**config.mk**
```make
export PLATFORM = sky130hd
export DESIGN_NAME = uart_tx_fifo
export DESIGN_NICKNAME = d
export VERILOG_FILES = /design/src/rtl/uart_pkg.sv /design/src/rtl/uart_sync_fifo.sv /design/src/rtl/uart_tx_fifo.sv
export SDC_FILE = /design/constraint.sdc
export NUM_CORES = 1
export LEC_CHECK = 0
export CAP_MARGIN = 20
export CELL_PAD_IN_SITES_DETAIL_PLACEMENT = 1
export CELL_PAD_IN_SITES_GLOBAL_PLACEMENT = 2
export CORE_ASPECT_RATIO = 1.4
export CORE_UTILIZATION = 35
export CTS_CLUSTER_DIAMETER = 80
export CTS_CLUSTER_SIZE = 14
export DETAILED_ROUTE_END_ITERATION = 10
export PLACE_DENSITY = 0.77
export SYNTH_ARGS = -nofsm -noshare
export SYNTH_HDL_FRONTEND = slang
export SYNTH_HIERARCHICAL = 1
export SYNTH_SLANG_ARGS = --single-unit
```
**constraint.sdc**
```tcl
create_clock -name clk -period 7.1 [get_ports clk]
set_input_delay 1.42 -clock clk [delete_from_list [all_inputs] [get_ports clk]]
set_output_delay 1.42 -clock clk [all_outputs]
set_load 0.01 [all_outputs]
```
**src/rtl/uart_pkg.sv**
```systemverilog
// Shared types and constants for the buffered UART transmitter.
package uart_pkg;

    typedef enum logic [2:0] {
        IDLE,
        START,
        DATA,
        PARITY,
        STOP,
        BREAK
    } tx_state_e;

    localparam logic PAR_EVEN  = 1'b0;
    localparam logic PAR_ODD   = 1'b1;
    localparam logic LINE_IDLE = 1'b1;

endpackage

```
**src/rtl/uart_sync_fifo.sv**
```systemverilog
// Single-clock FIFO with registered occupancy count; depth must be a power of two.
module uart_sync_fifo #(
    parameter int WIDTH = 8,
    parameter int DEPTH = 8
) (
    input  logic                     clk,
    input  logic                     rst_n,
    input  logic                     wr_en,
    input  logic [WIDTH-1:0]         wr_data,
    input  logic                     rd_en,
    output logic [WIDTH-1:0]         rd_data,
    output logic                     full,
    output logic                     empty,
    output logic [$clog2(DEPTH):0]   count
);
    localparam int AW = $clog2(DEPTH);

    logic [WIDTH-1:0] mem [DEPTH];
    logic [AW-1:0]    wr_ptr;
    logic [AW-1:0]    rd_ptr;
    logic             push;
    logic             pop;

    assign full    = (count == ($clog2(DEPTH)+1)'(DEPTH));
    assign empty   = (count == '0);
    assign push    = wr_en && !full;
    assign pop     = rd_en && !empty;
    assign rd_data = mem[rd_ptr];

    always_ff @(posedge clk) begin
        if (push) mem[wr_ptr] <= wr_data;
    end

    // Full/empty come from the count, so pointers simply wrap.
    always_ff @(posedge clk or negedge rst_n) begin
        if (!rst_n) begin
            wr_ptr <= '0;
            rd_ptr <= '0;
            count  <= '0;
        end else begin
            if (push) wr_ptr <= wr_ptr + 1'b1;
            if (pop)  rd_ptr <= rd_ptr + 1'b1;
            case ({push, pop})
                2'b10:   count <= count + 1'b1;
                2'b01:   count <= count - 1'b1;
                default: count <= count;
            endcase
        end
    end

endmodule

```
**src/rtl/uart_tx_fifo.sv**
```systemverilog
// Buffered UART transmitter: FIFO-fed frames, programmable bit period, parity, 1/2 stop bits.
// Optional break generation (send_break port) enabled by defining UART_TX_BREAK_EN.
module uart_tx_fifo
    import uart_pkg::*;
#(
    parameter int DATA_WIDTH = 8,
    parameter int FIFO_DEPTH = 8,
    parameter int PRESCALE_W = 16
) (
    input  logic                        clk,
    input  logic                        rst_n,
    input  logic                        PAR_EN,
    input  logic                        PAR_TYP,
    input  logic                        STOP2,
    input  logic [PRESCALE_W-1:0]       Prescale,
    input  logic [DATA_WIDTH-1:0]       P_DATA,
    input  logic                        data_valid,
`ifdef UART_TX_BREAK_EN
    input  logic                        send_break,
`endif
    output logic                        ready,
    output logic                        TX_out,
    output logic                        busy,
    output logic [$clog2(FIFO_DEPTH):0] fifo_count
);
    localparam int IDX_W = $clog2(DATA_WIDTH);

    tx_state_e              state_q, state_d;
    logic [PRESCALE_W-1:0]  timer_q, timer_d, prescale_q, period_m1;
    logic [IDX_W-1:0]       bit_idx_q, bit_idx_d;
    logic [DATA_WIDTH-1:0]  shift_q, shift_d, head;
    logic                   stop_idx_q, stop_idx_d;
    logic                   tx_q, tx_d, busy_q, busy_d;
    logic                   par_q, par_en_q, stop2_q;
    logic                   fifo_full, fifo_empty, pop, cfg_ld, frame_done, bit_end;
`ifdef UART_TX_BREAK_EN
    logic                   mark_q, mark_d;
`endif

    uart_sync_fifo #(.WIDTH(DATA_WIDTH), .DEPTH(FIFO_DEPTH)) u_fifo (
        .clk     (clk),
        .rst_n   (rst_n),
        .wr_en   (data_valid),
        .wr_data (P_DATA),
        .rd_en   (pop),
        .rd_data (head),
        .full    (fifo_full),
        .empty   (fifo_empty),
        .count   (fifo_count)
    );

    assign ready     = !fifo_full;
    assign TX_out    = tx_q;
    assign busy      = busy_q;
    assign period_m1 = (prescale_q == '0) ? '0 : prescale_q - 1'b1;
    assign bit_end   = (timer_q >= period_m1);

    always_comb begin
        state_d    = state_q;
        timer_d    = timer_q + 1'b1;
        bit_idx_d  = bit_idx_q;
        stop_idx_d = stop_idx_q;
        shift_d    = shift_q;
        tx_d       = tx_q;
        busy_d     = busy_q;
        pop        = 1'b0;
        cfg_ld     = 1'b0;
        frame_done = 1'b0;
`ifdef UART_TX_BREAK_EN
        mark_d     = mark_q;
`endif
        case (state_q)
            IDLE: frame_done = 1'b1;
            START: if (bit_end) begin
                state_d   = DATA;
                timer_d   = '0;
                bit_idx_d = '0;
                tx_d      = shift_q[0];
            end
            DATA: if (bit_end) begin
                timer_d = '0;
                if (bit_idx_q == IDX_W'(DATA_WIDTH-1)) begin
                    if (par_en_q) begin
                        state_d = PARITY;
                        tx_d    = par_q;
                    end else begin
                        state_d    = STOP;
                        stop_idx_d = 1'b0;
                        tx_d       = LINE_IDLE;
                    end
                end else begin
                    bit_idx_d = bit_idx_q + 1'b1;
                    shift_d   = shift_q >> 1;
                    tx_d      = shift_q[1];
                end
            end
            PARITY: if (bit_end) begin
                state_d    = STOP;
                timer_d    = '0;
                stop_idx_d = 1'b0;
                tx_d       = LINE_IDLE;
            end
            STOP: if (bit_end) begin
                timer_d = '0;
                if (stop2_q && !stop_idx_q) stop_idx_d = 1'b1;
                else                        frame_done = 1'b1;
            end
`ifdef UART_TX_BREAK_EN
            // Hold the line low while requested, then one bit period of mark.
            BREAK: begin
                if (mark_q) begin
                    if (bit_end) begin
                        state_d = IDLE;
                        timer_d = '0;
                        mark_d  = 1'b0;
                        tx_d    = LINE_IDLE;
                        busy_d  = 1'b0;
                    end
                end else begin
                    timer_d = '0;
                    if (!send_break) begin
                        mark_d = 1'b1;
                        tx_d   = LINE_IDLE;
                    end
                end
            end
`endif
            default: state_d = IDLE;
        endcase

        // End of frame (or idle): the next word pops in the same cycle, so no gap.
        if (frame_done) begin
            timer_d = '0;
`ifdef UART_TX_BREAK_EN
            if (send_break) begin
                state_d = BREAK;
                cfg_ld  = 1'b1;
                mark_d  = 1'b0;
                tx_d    = 1'b0;
                busy_d  = 1'b1;
            end else
`endif
            if (!fifo_empty) begin
                state_d = START;
                pop     = 1'b1;
                cfg_ld  = 1'b1;
                shift_d = head;
                tx_d    = 1'b0;
                busy_d  = 1'b1;
            end else begin
                state_d = IDLE;
                tx_d    = LINE_IDLE;
                busy_d  = 1'b0;
            end
        end
    end

    always_ff @(posedge clk or negedge rst_n) begin
        if (!rst_n) begin
            state_q    <= IDLE;
            timer_q    <= '0;
            bit_idx_q  <= '0;
            stop_idx_q <= 1'b0;
            shift_q    <= '0;
            tx_q       <= LINE_IDLE;
            busy_q     <= 1'b0;
            par_q      <= 1'b0;
            par_en_q   <= 1'b0;
            stop2_q    <= 1'b0;
            prescale_q <= '0;
`ifdef UART_TX_BREAK_EN
            mark_q     <= 1'b0;
`endif
        end else begin
            state_q    <= state_d;
            timer_q    <= timer_d;
            bit_idx_q  <= bit_idx_d;
            stop_idx_q <= stop_idx_d;
            shift_q    <= shift_d;
            tx_q       <= tx_d;
            busy_q     <= busy_d;
`ifdef UART_TX_BREAK_EN
            mark_q     <= mark_d;
`endif
            if (cfg_ld) begin
                par_en_q   <= PAR_EN;
                stop2_q    <= STOP2;
                prescale_q <= Prescale;
                par_q      <= (^head) ^ (PAR_TYP == PAR_ODD);
            end
        end
    end

endmodule

```
# Word-level counts from Yosys, hierarchy flattened
# Memory sizes are Yosys's and may differ from the RTL's.
# Index checks and enable logic that the tools add are counted.
# word_totals
ff_bits,62
ram_bits,64
output_inout_bits,7
word_cells,109
mem_count,1
# memory_table
memory,depth,word_bits,rd,rd_ports_with_merged_regs,write_ports,line,text
u_fifo.mem,8,8,1,0,1,uart_sync_fifo.sv:18,logic [WIDTH-1:0] mem [DEPTH];
# op_classes
add_sub_neg,7
order_cmp,1
eq_ne,21
n_mux,44
bitwise,1
n_reduce_logical,20
# op_table
operator,n
$mux W16,4
$mux W8,5
$mux W3,9
$mux W1,20
$add A16 B1 Y16 const B,1
$ge A16 B16 Y1,1
$logic_not A16 Y1,1
$ne A2 B2 Y1 const B,8
$sub A16 B1 Y16 const B,1
$ne A3 B3 Y1 const B,4
$pmux W3 S4,1
$add A3 B1 Y3 const B,3
$pmux W4 S2,1
$reduce_and A4 Y1,2
$reduce_xor A8 Y1,1
$reduce_and A7 Y1,1
$eq A3 B2 Y1 const B,2
$eq A3 B3 Y1 const B,2
$pmux W1 S3,2
$pmux W3 S2,1
$reduce_and A5 Y1,1
$add A4 B1 Y4 const B,1
$eq A4 B4 Y1 const B,1
$logic_not A4 Y1,1
other kinds (15),20

# Depth between registers and ports, before layout
# depth
ltp_word,9
depth_mapped,23

# Hierarchy
# Netlist, hierarchy kept.
# modules_own_cells
mod,n_inst,cells_per_inst,area_each_um2,seq_area_each_um2
uart_tx_fifo,1,333,3241.9,1302.5
uart_sync_fifo,1,160,3134.3,2172.1

# Worst setup path before layout
# No wires, ideal clock.
# synth_path
path_kind,register to register
start,register prescale_q[5]
end,register u_fifo.count[3]
setup_ps,134
arrival_time_ps,4658
setup_slack_ps,2308
stages_incl_launch_ff,22
n_path_buf,3
cell_sequence,dfrtp_1 nor4_1 and4_1 clkbuf_1 nand2b_1 nor2_1 a22oi_1 ha_1 nand4_1 nor3_2 o311ai_4 a311o_2 buf_6 buf_12 inv_4 o41ai_2 inv_1 ha_1 ha_1 or4b_2 o311ai_0 o211ai_1
# synth_via
elab_chain_cells,9
word_cells_on_any_way,12
classes_between,add/sub: 1; order compare: 1; eq/ne: 2; mux: 5; reduce/logical: 3
# synth_rtl
element,line,text
"start, declared",uart_tx_fifo.sv:29,"logic [PRESCALE_W-1:0] timer_q, timer_d, prescale_q, period_m1;"
"start signal, assigned",uart_tx_fifo.sv:188,prescale_q <= Prescale;
$sub A16 B1 Y16 / $logic_not A16 Y1 (equally long branches),uart_tx_fifo.sv:55,assign period_m1 = (prescale_q == '0) ? '0 : prescale_q - 1'b1;
$mux W16 (*),uart_tx_fifo.sv:55,
$ge A16 B16 Y1 (*),uart_tx_fifo.sv:56,assign bit_end = (timer_q >= period_m1);
$mux W1 (*),uart_tx_fifo.sv:103,STOP: if (bit_end) begin
$pmux W1 S2 (*),uart_tx_fifo.sv:72,case (state_q)
$mux W1 (*),--,
named net cfg_ld,uart_tx_fifo.sv:35,"logic fifo_full, fifo_empty, pop, cfg_ld, frame_done, bit_end;"
$logic_and A1 B1 Y1 (*),uart_sync_fifo.sv:27,assign pop = rd_en && !empty;
named net u_fifo.pop,uart_sync_fifo.sv:22,logic pop;
$eq A2 B1 Y1 / $eq A2 B2 Y1 (equally long branches),uart_sync_fifo.sv:43,"case ({push, pop})"
$pmux W4 S2 / $reduce_bool A2 Y1 (equally long branches),--,
"end signal, assigned",uart_sync_fifo.sv:44,2'b10: count <= count + 1'b1;
"end signal, assigned",uart_sync_fifo.sv:45,2'b01: count <= count - 1'b1;
"end signal, assigned",uart_sync_fifo.sv:46,default: count <= count;
"end, declared",uart_sync_fifo.sv:14,output logic [$clog2(DEPTH):0] count
# Mark *: on every way through the listed nets, which the timed path passes. The rest lies on a longest branch.
# A chain may end at the register's enable or synchronous reset.

# Worst setup path after layout
# Ends and elaborated chain as after synthesis.

==> flow_summary_export.csv <==
group,metric,value,unit
outcome,status,"finished clean",
yosys,synth_edf_count,64,
die,ios,37,
die,die-area,18800,sq um
route,ant_nets,0,
min_path,hold_path.class,"reg2reg",
critical_path,critPathCaptureType,"register",
critical_path,max_stage_delay,660,ps
critical_path,crit_type,"reg2reg",
route,drc,0,
global_route,grt_start_max_net_pins,63,
sta,fin_skew,10.5,ps
placement,place.gp.congestion,0.774,
yosys,synth_warnings,6,
clock_tree,cts_buffer_depth,2,
yosys,async_flop_share,49.2,%
power_and_ir_drop,cellPowerDensity,416,nW/um^2
sta,max_slew.worst_pin.slew,941,ps
global_route,grt_pass1_wl,22.9,mm
sta,period_minus_slack,5420,ps
critical_path,path_cells,"nor4_1 -> and2_1 -> nand2_1 -> nor4_1 -> o21ai_0 -> a22oi_1 -> ha_1 -> nand4_1 -> nor3_2 -> o311ai_4 -> a311o_2 -> inv_4 -> o41ai_2 -> inv_1 -> ha_1 -> ha_1 -> or4b_2 -> o311ai_0 -> o211ai_1",
yosys,syn-instance-count,493,
yosys,synth-main-ff-cell,"edfxtp_1",
sta,setup_viol,0,
sta,fmax,184,MHz
power_and_ir_drop,ir_drop,186,uV
placement,io_buffers,36,
power_and_ir_drop,p_leak,2.94,nW
critical_path,cp.arrival,5710,ps
finish,nNetsFinal,593,
clock_tree,root_buffer,"clkbuf_16",
die,initial_core_util,35.6,%
yosys,ys_ff_latch,126,
critical_path,critPathRequiredTime,7390,ps
yosys,seq_area_frac_synth,54.5,%
route,num_vias,3998,
critical_path,cp_slowest_cell,"nor4_1",
sta,grt_setup_unrepaired,"no",
die,rows,58,
global_route,grt_util_all_layers,16.4,%
sta,layout_worst_path_cycle_share,76.4,%
clock_tree,cts_setup_buffers,0,
yosys,synth_area,6380,sq um
yosys,synthDistinctLibCells,63,
sta,relSlewSlack,37.0,%
route,first_pass_iters,4,
run,cap_viol_max_count,0,
finish,drive_gt1_share,14.6,%
yosys,syn_nets,550,
clock_tree,numCtsBuffers,17,
clock_tree,cts_htree_levels,4,
die,core-area,17900,sq um
route,vias_per_cell,5.07,
die,dieWidth,116,microns
placement,hpwl,10.1,mm
yosys,avgSynthCellArea,12.9,sq um
clock_tree,cts_resized,0,
clock_tree,clock_sinks,126,
finish,area_delta_synth_final,18.1,%
critical_path,path_max_fanout,9,
finish,fill_cells,1915,
global_route,antenna_found_initial,0,
sta,drv_slew,0,
global_route,grt_pass1_vias,4481,
critical_path,startpoint_type,"register",
route,drt_iter0_drc,145,
yosys,synth_area_leaders,"edfxtp_1, dfrtp_1, mux4_1, ha_1, mux2_2",
sta,setup_tns,0,ps
critical_path,critPathMostFrequentCell,"ha_1",
route,drt-total-wl,14.2,mm
sta,hold_viol,0,
power_and_ir_drop,fin_total_pwr,0.00313,W
clock_tree,clkLatencyLatePin,430,ps
clock_tree,cts_tree,"built",
critical_path,cp.buffers_inverters,2,
clock_tree,hold_buffers,0,
clock_tree,path_clk_slew,60,ps
yosys,synth_top_area_cell,"edfxtp_1",
die,dieHeight,162,microns
critical_path,cp_top_family,"simple AND/OR/NAND/NOR gates",
route,wl_per_cell,18.0,microns
yosys,yosys.area.top_type_share,30.1,%
global_route,overflow,0,
finish,antenna_cells,0,
[synth_stat cells (all sizes together) (6+ instances only)]
library cell,number
a21oi,19
a31oi,6
buf,12
dfrtp,61
edfxtp,64
ha,26
inv,20
mux2,28
mux2i,10
mux4,16
nand2,41
nand3,16
nor2,47
nor2b,8
nor3,12
o21ai,13
xnor2,18
xor2,16
[registers in the layout, indices dropped and copies added, names as in the netlist]
name	flops
u_fifo/mem	64
prescale_q	16
TX_out	1
stop_idx_q	1
u_fifo/count	4
state_q	3
stop2_q	1
timer_q	16
busy	1
par_en_q	1
u_fifo/rd_ptr	3
shift_q	8
par_q	1
u_fifo/wr_ptr	3
bit_idx_q	3
[cell families after synthesis]
kind of cell	after synthesis	share of synthesized area [%]
AND/OR/NAND/NOR	150	11.6
flip-flops	126	54.5
multiplexers	54	13.3
adder cells (fa/ha/maj)	28	5.59
XOR/XNOR	34	4.67
buffers and inverters	37	3.32
AO/OA/AOI/OAI	64	7.03
[worst paths after layout]
| check | slack [ps] | end | cells past startpoint | startpoint |
|---|---|---|---|---|
| worst max-delay path | 1680 | u_fifo/count[3] | 19 | prescale_q[5] |
| worst min-delay path | 490 | bit_idx_q[0] | 1 | bit_idx_q[0] |
| worst max register to register | 1680 | u_fifo/count[3] | 19 | prescale_q[5] |
| worst min register to register | 490 | bit_idx_q[0] | 1 | bit_idx_q[0] |
| max in group asynchronous | 5370 | prescale_q[4] | 2 | rst_n |
| min in group asynchronous | 1150 | prescale_q[1] | 2 | rst_n |
[report_power, final]
| group | switching (W) | leakage [nW] | total [W] | internal (W) |
|---|---|---|---|---|
| Sequential | 0.000215 | 1.35 | 0.00117 | 0.000958 |
| Combinational | 0.000529 | 1.29 | 0.00109 | 0.000560 |
| Clock | 0.000370 | 0.294 | 0.000871 | 0.000501 |
[layout by cell type, fill, tap and decap left out, types with 5 or more instances in the layout]
cell	count
xor2_1	16
mux4_1	16
inv_1	19
nor2b_1	8
nor3_1	11
a21oi_1	19
a31oi_1	6
nand3_1	15
ha_1	26
dfrtp_1	61
edfxtp_1	64
mux2i_1	10
nand2b_1	5
inv_6	6
clkdlybuf4s50_1	35
xnor2_1	18
nand2_1	40
buf_4	5
nor2_1	47
o21ai_0	11
mux2_2	25
clkbuf_16	17
[per-stage QoR]
step,hold slack (ps),utilization [%],setup WS (ps),instances,cell area (sq um)
after global routing,527,42.0,1350,789,7530
final,490,42.0,1680,789,7530
after global placement,474,38.7,2150,757,6940
after floorplan,456,-,2310,493,6380
after detailed placement,489,38.7,1810,757,6940
after CTS,497,42.0,1660,789,7530
[routing by layer]
layer	track usage [%]	routed length [microns]	part of all wire, %
met4	4.95	173	1.2
met1	17.7	5720	40
met5	0	0	0
met3	4.10	370	2.6
met2	30.9	7910	56
[area by class of cell]
cell class | instances | area (sq um) | share of cell area (%)
tap | 240 | 300 | 3.99
sequential | 126 | 3470 | 46.2
multi-input combinational | 330 | 2690 | 35.7
timing repair buffer | 41 | 393 | 5.22
clock inverter | 15 | 166 | 2.21
inverter | 20 | 77.6 | 1.03
clock buffer | 17 | 425 | 5.65
Power figures use the tool's default switching activity.
